**src/rtl/ras_pkg.sv**
```systemverilog
// Shared types and constants for the return address stack controller.
package ras_pkg;

    typedef enum logic {
        RUN,
        FLUSH
    } ras_ctrl_state_e;

    typedef enum logic [1:0] {
        OP_NONE,
        OP_PUSH,
        OP_POP,
        OP_REPL
    } ras_op_e;

    localparam int RVC_LEN = 2;
    localparam int RVI_LEN = 4;

endpackage

```
**src/rtl/ras_ctrl_perf.sv**
```systemverilog
// Event counter bank for the RAS controller (used when RAS_CTRL_PERF_EN is defined).
module ras_ctrl_perf (
    input  logic        clk_i,
    input  logic        rst_i,
    input  logic        call_evt_i,
    input  logic        ret_evt_i,
    input  logic        unf_evt_i,
    input  logic        ovf_evt_i,
    output logic [31:0] perf_call_o,
    output logic [31:0] perf_ret_o,
    output logic [31:0] perf_unf_o,
    output logic [31:0] perf_ovf_o
);

    // Counters wrap naturally and survive stack flushes.
    always_ff @(posedge clk_i or posedge rst_i) begin
        if (rst_i) begin
            perf_call_o <= '0;
            perf_ret_o  <= '0;
            perf_unf_o  <= '0;
            perf_ovf_o  <= '0;
        end else begin
            if (call_evt_i) perf_call_o <= perf_call_o + 32'd1;
            if (ret_evt_i)  perf_ret_o  <= perf_ret_o + 32'd1;
            if (unf_evt_i)  perf_unf_o  <= perf_unf_o + 32'd1;
            if (ovf_evt_i)  perf_ovf_o  <= perf_ovf_o + 32'd1;
        end
    end

endmodule

```
**src/rtl/ras_ctrl.sv**
```systemverilog
// Return address stack sequencing controller: push/pop/flush strobes, occupancy and prediction.
// Optional event counters are built when RAS_CTRL_PERF_EN is defined.
module ras_ctrl
    import ras_pkg::*;
#(
    parameter int DATA_WIDTH   = 64,
    parameter int DATA_DEPTH   = 4,
    parameter int FLUSH_CYCLES = 2
) (
    input  logic                            clk_i,
    input  logic                            rst_i,
    input  logic                            flush_i,
    input  logic                            call_vld_i,
    input  logic [DATA_WIDTH-1:0]           call_pc_i,
    input  logic                            call_rvc_i,
    input  logic                            ret_vld_i,
    output logic                            req_rdy_o,
    output logic                            ras_push_o,
    output logic                            ras_pop_o,
    output logic                            ras_flush_o,
    output logic [DATA_WIDTH-1:0]           ras_wdata_o,
    input  logic                            ras_top_vld_i,
    input  logic [DATA_WIDTH-1:0]           ras_top_i,
    output logic                            pred_vld_o,
    output logic [DATA_WIDTH-1:0]           pred_target_o,
    output logic                            ret_nopred_o,
    output logic [$clog2(DATA_DEPTH+1)-1:0] occ_o,
    output logic                            overflow_o,
    output logic [31:0]                     perf_call_o,
    output logic [31:0]                     perf_ret_o,
    output logic [31:0]                     perf_unf_o,
    output logic [31:0]                     perf_ovf_o
);

    localparam int OCC_W = $clog2(DATA_DEPTH + 1);
    localparam int CNT_W = $clog2(FLUSH_CYCLES + 1);

    ras_ctrl_state_e        state_q, state_d;
    logic [CNT_W-1:0]       cnt_q, cnt_d;
    logic [OCC_W-1:0]       occ_q, occ_d;
    logic                   ovf_q, ovf_d;
    logic                   pred_vld_p1, ret_nopred_p1;
    logic [DATA_WIDTH-1:0]  pred_target_p1;

    logic    call_acc, ret_acc, ret_hit, occ_full;
    ras_op_e op;

    function automatic logic [DATA_WIDTH-1:0] ret_addr(input logic [DATA_WIDTH-1:0] pc,
                                                       input logic rvc);
        return pc + (rvc ? DATA_WIDTH'(RVC_LEN) : DATA_WIDTH'(RVI_LEN));
    endfunction

    assign req_rdy_o = (state_q == RUN) && !flush_i;
    assign call_acc  = call_vld_i && req_rdy_o;
    assign ret_acc   = ret_vld_i && req_rdy_o;
    // An invalid top entry is handled exactly like an empty stack.
    assign ret_hit   = (occ_q != '0) && ras_top_vld_i;
    assign occ_full  = (occ_q == OCC_W'(DATA_DEPTH));

    always_comb begin
        op = OP_NONE;
        if (call_acc && ret_acc) op = OP_REPL;
        else if (call_acc)       op = OP_PUSH;
        else if (ret_acc && ret_hit) op = OP_POP;
    end

    assign ras_push_o  = (op == OP_PUSH) || (op == OP_REPL);
    assign ras_pop_o   = (op == OP_POP) || ((op == OP_REPL) && ret_hit);
    assign ras_flush_o = flush_i;
    assign ras_wdata_o = ret_addr(call_pc_i, call_rvc_i);

    always_ff @(posedge clk_i or posedge rst_i) begin
        if (rst_i) begin
            state_q <= RUN;
            cnt_q   <= '0;
            occ_q   <= '0;
            ovf_q   <= 1'b0;
        end else begin
            state_q <= state_d;
            cnt_q   <= cnt_d;
            occ_q   <= occ_d;
            ovf_q   <= ovf_d;
        end
    end

    always_comb begin
        state_d = state_q;
        cnt_d   = cnt_q;
        occ_d   = occ_q;
        ovf_d   = ovf_q;
        if (flush_i) begin
            state_d = FLUSH;
            cnt_d   = CNT_W'(FLUSH_CYCLES - 1);
            occ_d   = '0;
            ovf_d   = 1'b0;
        end else begin
            unique case (state_q)
                RUN: begin
                    unique case (op)
                        OP_PUSH: begin
                            if (occ_full) ovf_d = 1'b1;
                            else          occ_d = occ_q + OCC_W'(1);
                        end
                        OP_POP:  occ_d = occ_q - OCC_W'(1);
                        OP_REPL: if (occ_q == '0) occ_d = OCC_W'(1);
                        default: ;
                    endcase
                end
                FLUSH: begin
                    if (cnt_q == '0) state_d = RUN;
                    else             cnt_d   = cnt_q - CNT_W'(1);
                end
                default: state_d = RUN;
            endcase
        end
    end

    // Stage p1: prediction registered one cycle after the return is accepted.
    always_ff @(posedge clk_i or posedge rst_i) begin
        if (rst_i) begin
            pred_vld_p1    <= 1'b0;
            ret_nopred_p1  <= 1'b0;
            pred_target_p1 <= '0;
        end else begin
            pred_vld_p1   <= ret_acc && ret_hit;
            ret_nopred_p1 <= ret_acc && !ret_hit;
            if (ret_acc && ret_hit) pred_target_p1 <= ras_top_i;
        end
    end

    // A flush arriving with the pulse cancels it.
    assign pred_vld_o    = pred_vld_p1 && !flush_i;
    assign ret_nopred_o  = ret_nopred_p1 && !flush_i;
    assign pred_target_o = pred_target_p1;
    assign occ_o         = occ_q;
    assign overflow_o    = ovf_q;

`ifdef RAS_CTRL_PERF_EN
    ras_ctrl_perf u_perf (
        .clk_i       (clk_i),
        .rst_i       (rst_i),
        .call_evt_i  (call_acc),
        .ret_evt_i   (ret_acc),
        .unf_evt_i   (ret_acc && !ret_hit),
        .ovf_evt_i   ((op == OP_PUSH) && occ_full),
        .perf_call_o (perf_call_o),
        .perf_ret_o  (perf_ret_o),
        .perf_unf_o  (perf_unf_o),
        .perf_ovf_o  (perf_ovf_o)
    );
`else
    assign perf_call_o = '0;
    assign perf_ret_o  = '0;
    assign perf_unf_o  = '0;
    assign perf_ovf_o  = '0;
`endif

endmodule

```
**config.mk**
```make
export PLATFORM = sky130hd
export DESIGN_NAME = ras_ctrl
export DESIGN_NICKNAME = d
export VERILOG_FILES = /design/src/rtl/ras_pkg.sv /design/src/rtl/ras_ctrl_perf.sv /design/src/rtl/ras_ctrl.sv
export SDC_FILE = /design/constraint.sdc
export NUM_CORES = 1
export LEC_CHECK = 0
export CAP_MARGIN = 20
export CORE_AREA = 2 2 154 156
export DETAILED_ROUTE_END_ITERATION = 6
export DIE_AREA = 0 0 156 158
export SYNTH_ARGS = -nofsm -noshare
export SYNTH_HDL_FRONTEND = slang
export SYNTH_SLANG_ARGS = --single-unit
```
**constraint.sdc**
```tcl
create_clock -name clk_i -period 3.65 [get_ports clk_i]
set_input_delay 0.365 -clock clk_i [delete_from_list [all_inputs] [get_ports clk_i]]
set_output_delay 0.365 -clock clk_i [all_outputs]
set_load 0.02 [all_outputs]
```
==> impl_metrics.yaml <==
clocking:
  numCtsBuffers: 9
  postCtsSetupBuffers: 0
  cts_root_buffer: "clkbuf_16"
  clock-sinks: 73
  insertion_delay_ns: 0.33
  clkSlewWorstSetupHoldPaths_ns: 0.06
  cts_max_level: 3
  ctsLongestPathBuffers: 2
  cts_tree: "built"
pwr:
  leakagePower_nw: 3.97
  peakVddDrop_mv: 0.275
  power_density_nw_per_um2: 447
timing:
  maxSlewHeadroom_pct: 46.4
  tightestPinTransition_ns: 0.803
  rsz0062_at_grt: "false"
  finalHoldViolCount: 0
  fin_skew_ns: 0.0110
  slew_viol_final: 0
  fin_tns_setup_ns: 0
  worst_slack_ns: 0.189
  finalCritPeriodShare_pct: 94.8
  finalSetupViolCount: 0
  max_freq_mhz: 289
  period_minus_slack_ns: 3.46
detailed_routing:
  dr_total_vias: 4904
  detail_route.wl_per_cell_um: 13.8
  wl_met1_um: 6300
  via_per_inst: 3.98
  drt_iter0_markers: 182
  met3_length_um: 1720
  antenna_left: 0
  drc_errors: 0
  route.top_layer_used: "met4"
  dr.pass1.iters: 4
  dr_wl_met2_um: 8610
  drt-total-wl_um: 16900
grt:
  antenna_found_initial: 1
  grt.total_usage_pct: 13.1
  grt-ovfl-total: 0
  grt_pass1_vias: 4662
  grt_pass1_wl_um: 25200
  grt_start_max_net_pins: 54
synthesis:
  synth.most_common_cell: "nand2_1"
  synth_edf_count: 0
  ys.warnings.count: 0
  yosys_register_bits: 73
  ys_seq_area_share_pct: 34.8
  synth.avg_cell_area_um2: 7.99
  synth_cells: 656
  ys.flop_type: "dfrtp_1"
  synth_area_um2: 5240
  synth_area_leader_cell: "dfrtp_1"
  synthDominantCellAreaShare_pct: 34.8
  yosysUniqueCellTypes: 46
  ys_async_sr_fraction_pct: 100
  synthTopCellsByCount: "nand2_1, buf_4, dfrtp_1"
  synth.area.top_cells: "dfrtp_1, buf_4, nand2_1"
placement:
  place_inst: 1214
  postPlaceCellArea_um2: 7900
  portBuffers: 270
  gp_congestion: 0.832
  dp_hpwl_um: 13500
  place_ws_ns: 0.0151
hold_path:
  hold_start: "pred_target_o[43]$_DFFE_PP0N_"
  hold_class: "reg -> reg"
critical_path:
  critical_path_class: "in -> out"
  cp_max_fo: 5
  worstSetupEndpointType: "output port"
  r2r-start: "occ_o[0]$_DFFE_PP0P_"
  crit_start: "call_rvc_i"
  critPathLaunchType: "primary input"
  crit_arrival_ns: 3.10
  cp.required_ns: 3.28
run_status:
  status: "finished, final reports clean"
die:
  die_w_um: 156
  coreArea_um2: 23100
  die_h_um: 158
  std_cell_rows: 56
  dieArea_um2: 24600
  io_pins: 401
  start_util_pct: 22.7
layout:
  drive_gt1_share_pct: 6.49
  stdcell_count: 1231
  nets: 1075
  final_cell_area_um2: 8310
  fillers: 2379
  area_delta_synth_final_pct: 58.5
flow_run:
  cap_violations: 0
[cell families (layout without fill, tap and decap cells)]
group                      after synthesis  count (layout)  synth area share, %
buffers and inverters                  164             321                 21.6
muxes                                    1               1                0.215
AOI/OAI and AO/OA                       13              13                 1.74
other                                    1             129               0.0715
adders and majority gates                5               5                 1.48
and+or+nand+nor                        337             337                 29.7
xor gates and xnor gates                62              62                 10.4
DFF                                     73              73                 34.8
[flip-flops by register name, summed over array words and instances (netlist names)]
name / flops
pred_target_o: 64
occ_o: 3
cnt_q: 2
overflow_o: 1
pred_vld_p1: 1
ret_nopred_p1: 1
state_q: 1
[what timing repair did]
item,4_1_cts,5_1_grt
endpoints found under the setup margin,0,22
resized for setup,0,24
hold buffers,0,0
[through the flow]
step           hold WS [ns]  power (mW)  utilization [%]
5_1_grt               0.496        3.93             36.1
3_5_place_dp          0.461        2.74             34.3
4_1_cts               0.477        3.77             35.7
6_report              0.471        3.71             36.1
3_3_place_gp          0.457        2.72             34.3
2_1_floorplan         0.447        2.02                -
[report_power, final]
group	internal, mW	switching, mW	total (mW)
sequential	1.03	0.133	1.17
clock	0.627	0.372	0.999
combinational	0.710	0.838	1.55
total	2.37	1.34	3.71
[cell usage in the layout, fill, tap and decap left out, types with 9 or more instances in the layout]
cell	Yosys	routed
xor2_1	15	15
nand4_1	25	25
nor2_1	23	22
inv_1	14	12
conb_1	1	128
xnor2_1	47	47
buf_4	131	19
dfrtp_1	73	73
clkbuf_16	0	9
nand2_1	211	211
nand3_1	32	31
clkdlybuf4s50_1	0	250
nor3_1	10	9
dlymetal6s2s_1	0	19
[area by class of cell]
class                           instances  area [um^2]  area share (%)
Multi-Input combinational cell        546         2790            33.5
Inverter                               14         52.6           0.632
Antenna cell                            1         2.50          0.0301
Tap cell                              290          363            4.37
Sequential cell                        73         1830            22.0
Clock inverter                          6         97.6            1.17
Clock buffer                           10          239            2.88
Timing Repair Buffer                  291         2940            35.4
[critical path, stage by stage]
cell and delay, ns:
clkdlybuf4s50_1 0.50, ha_1 0.17, inv_1 0.05, fa_1 0.42
and2b_2 0.26, and3_2 0.24, nand3_1 0.22, xnor2_1 0.22
clkdlybuf4s50_1 0.64
[path summary, 6_finish.rpt]
path	to	cells past startpoint	slack, ns
max	ras_wdata_o[37]	9	0.19
min	pred_target_o[43]$_DFFE_PP0N_	2	0.47
max reg2reg	occ_o[2]$_DFFE_PP0P_	7	1.42
min reg2reg	pred_target_o[43]$_DFFE_PP0N_	2	0.47
max in group asynchronous	pred_target_o[10]$_DFFE_PP0N_	3	2.45
min in group asynchronous	pred_target_o[63]$_DFFE_PP0N_	2	0.51
[routing by layer]
layer  vias to the layer above  GRT usage (%)
met5                         -              0
met4                         0           4.28
met3                        16           4.35
met2                       247           23.9
met1                      2242           14.3
li1                       2399              -
Power figures use the tool's default switching activity.
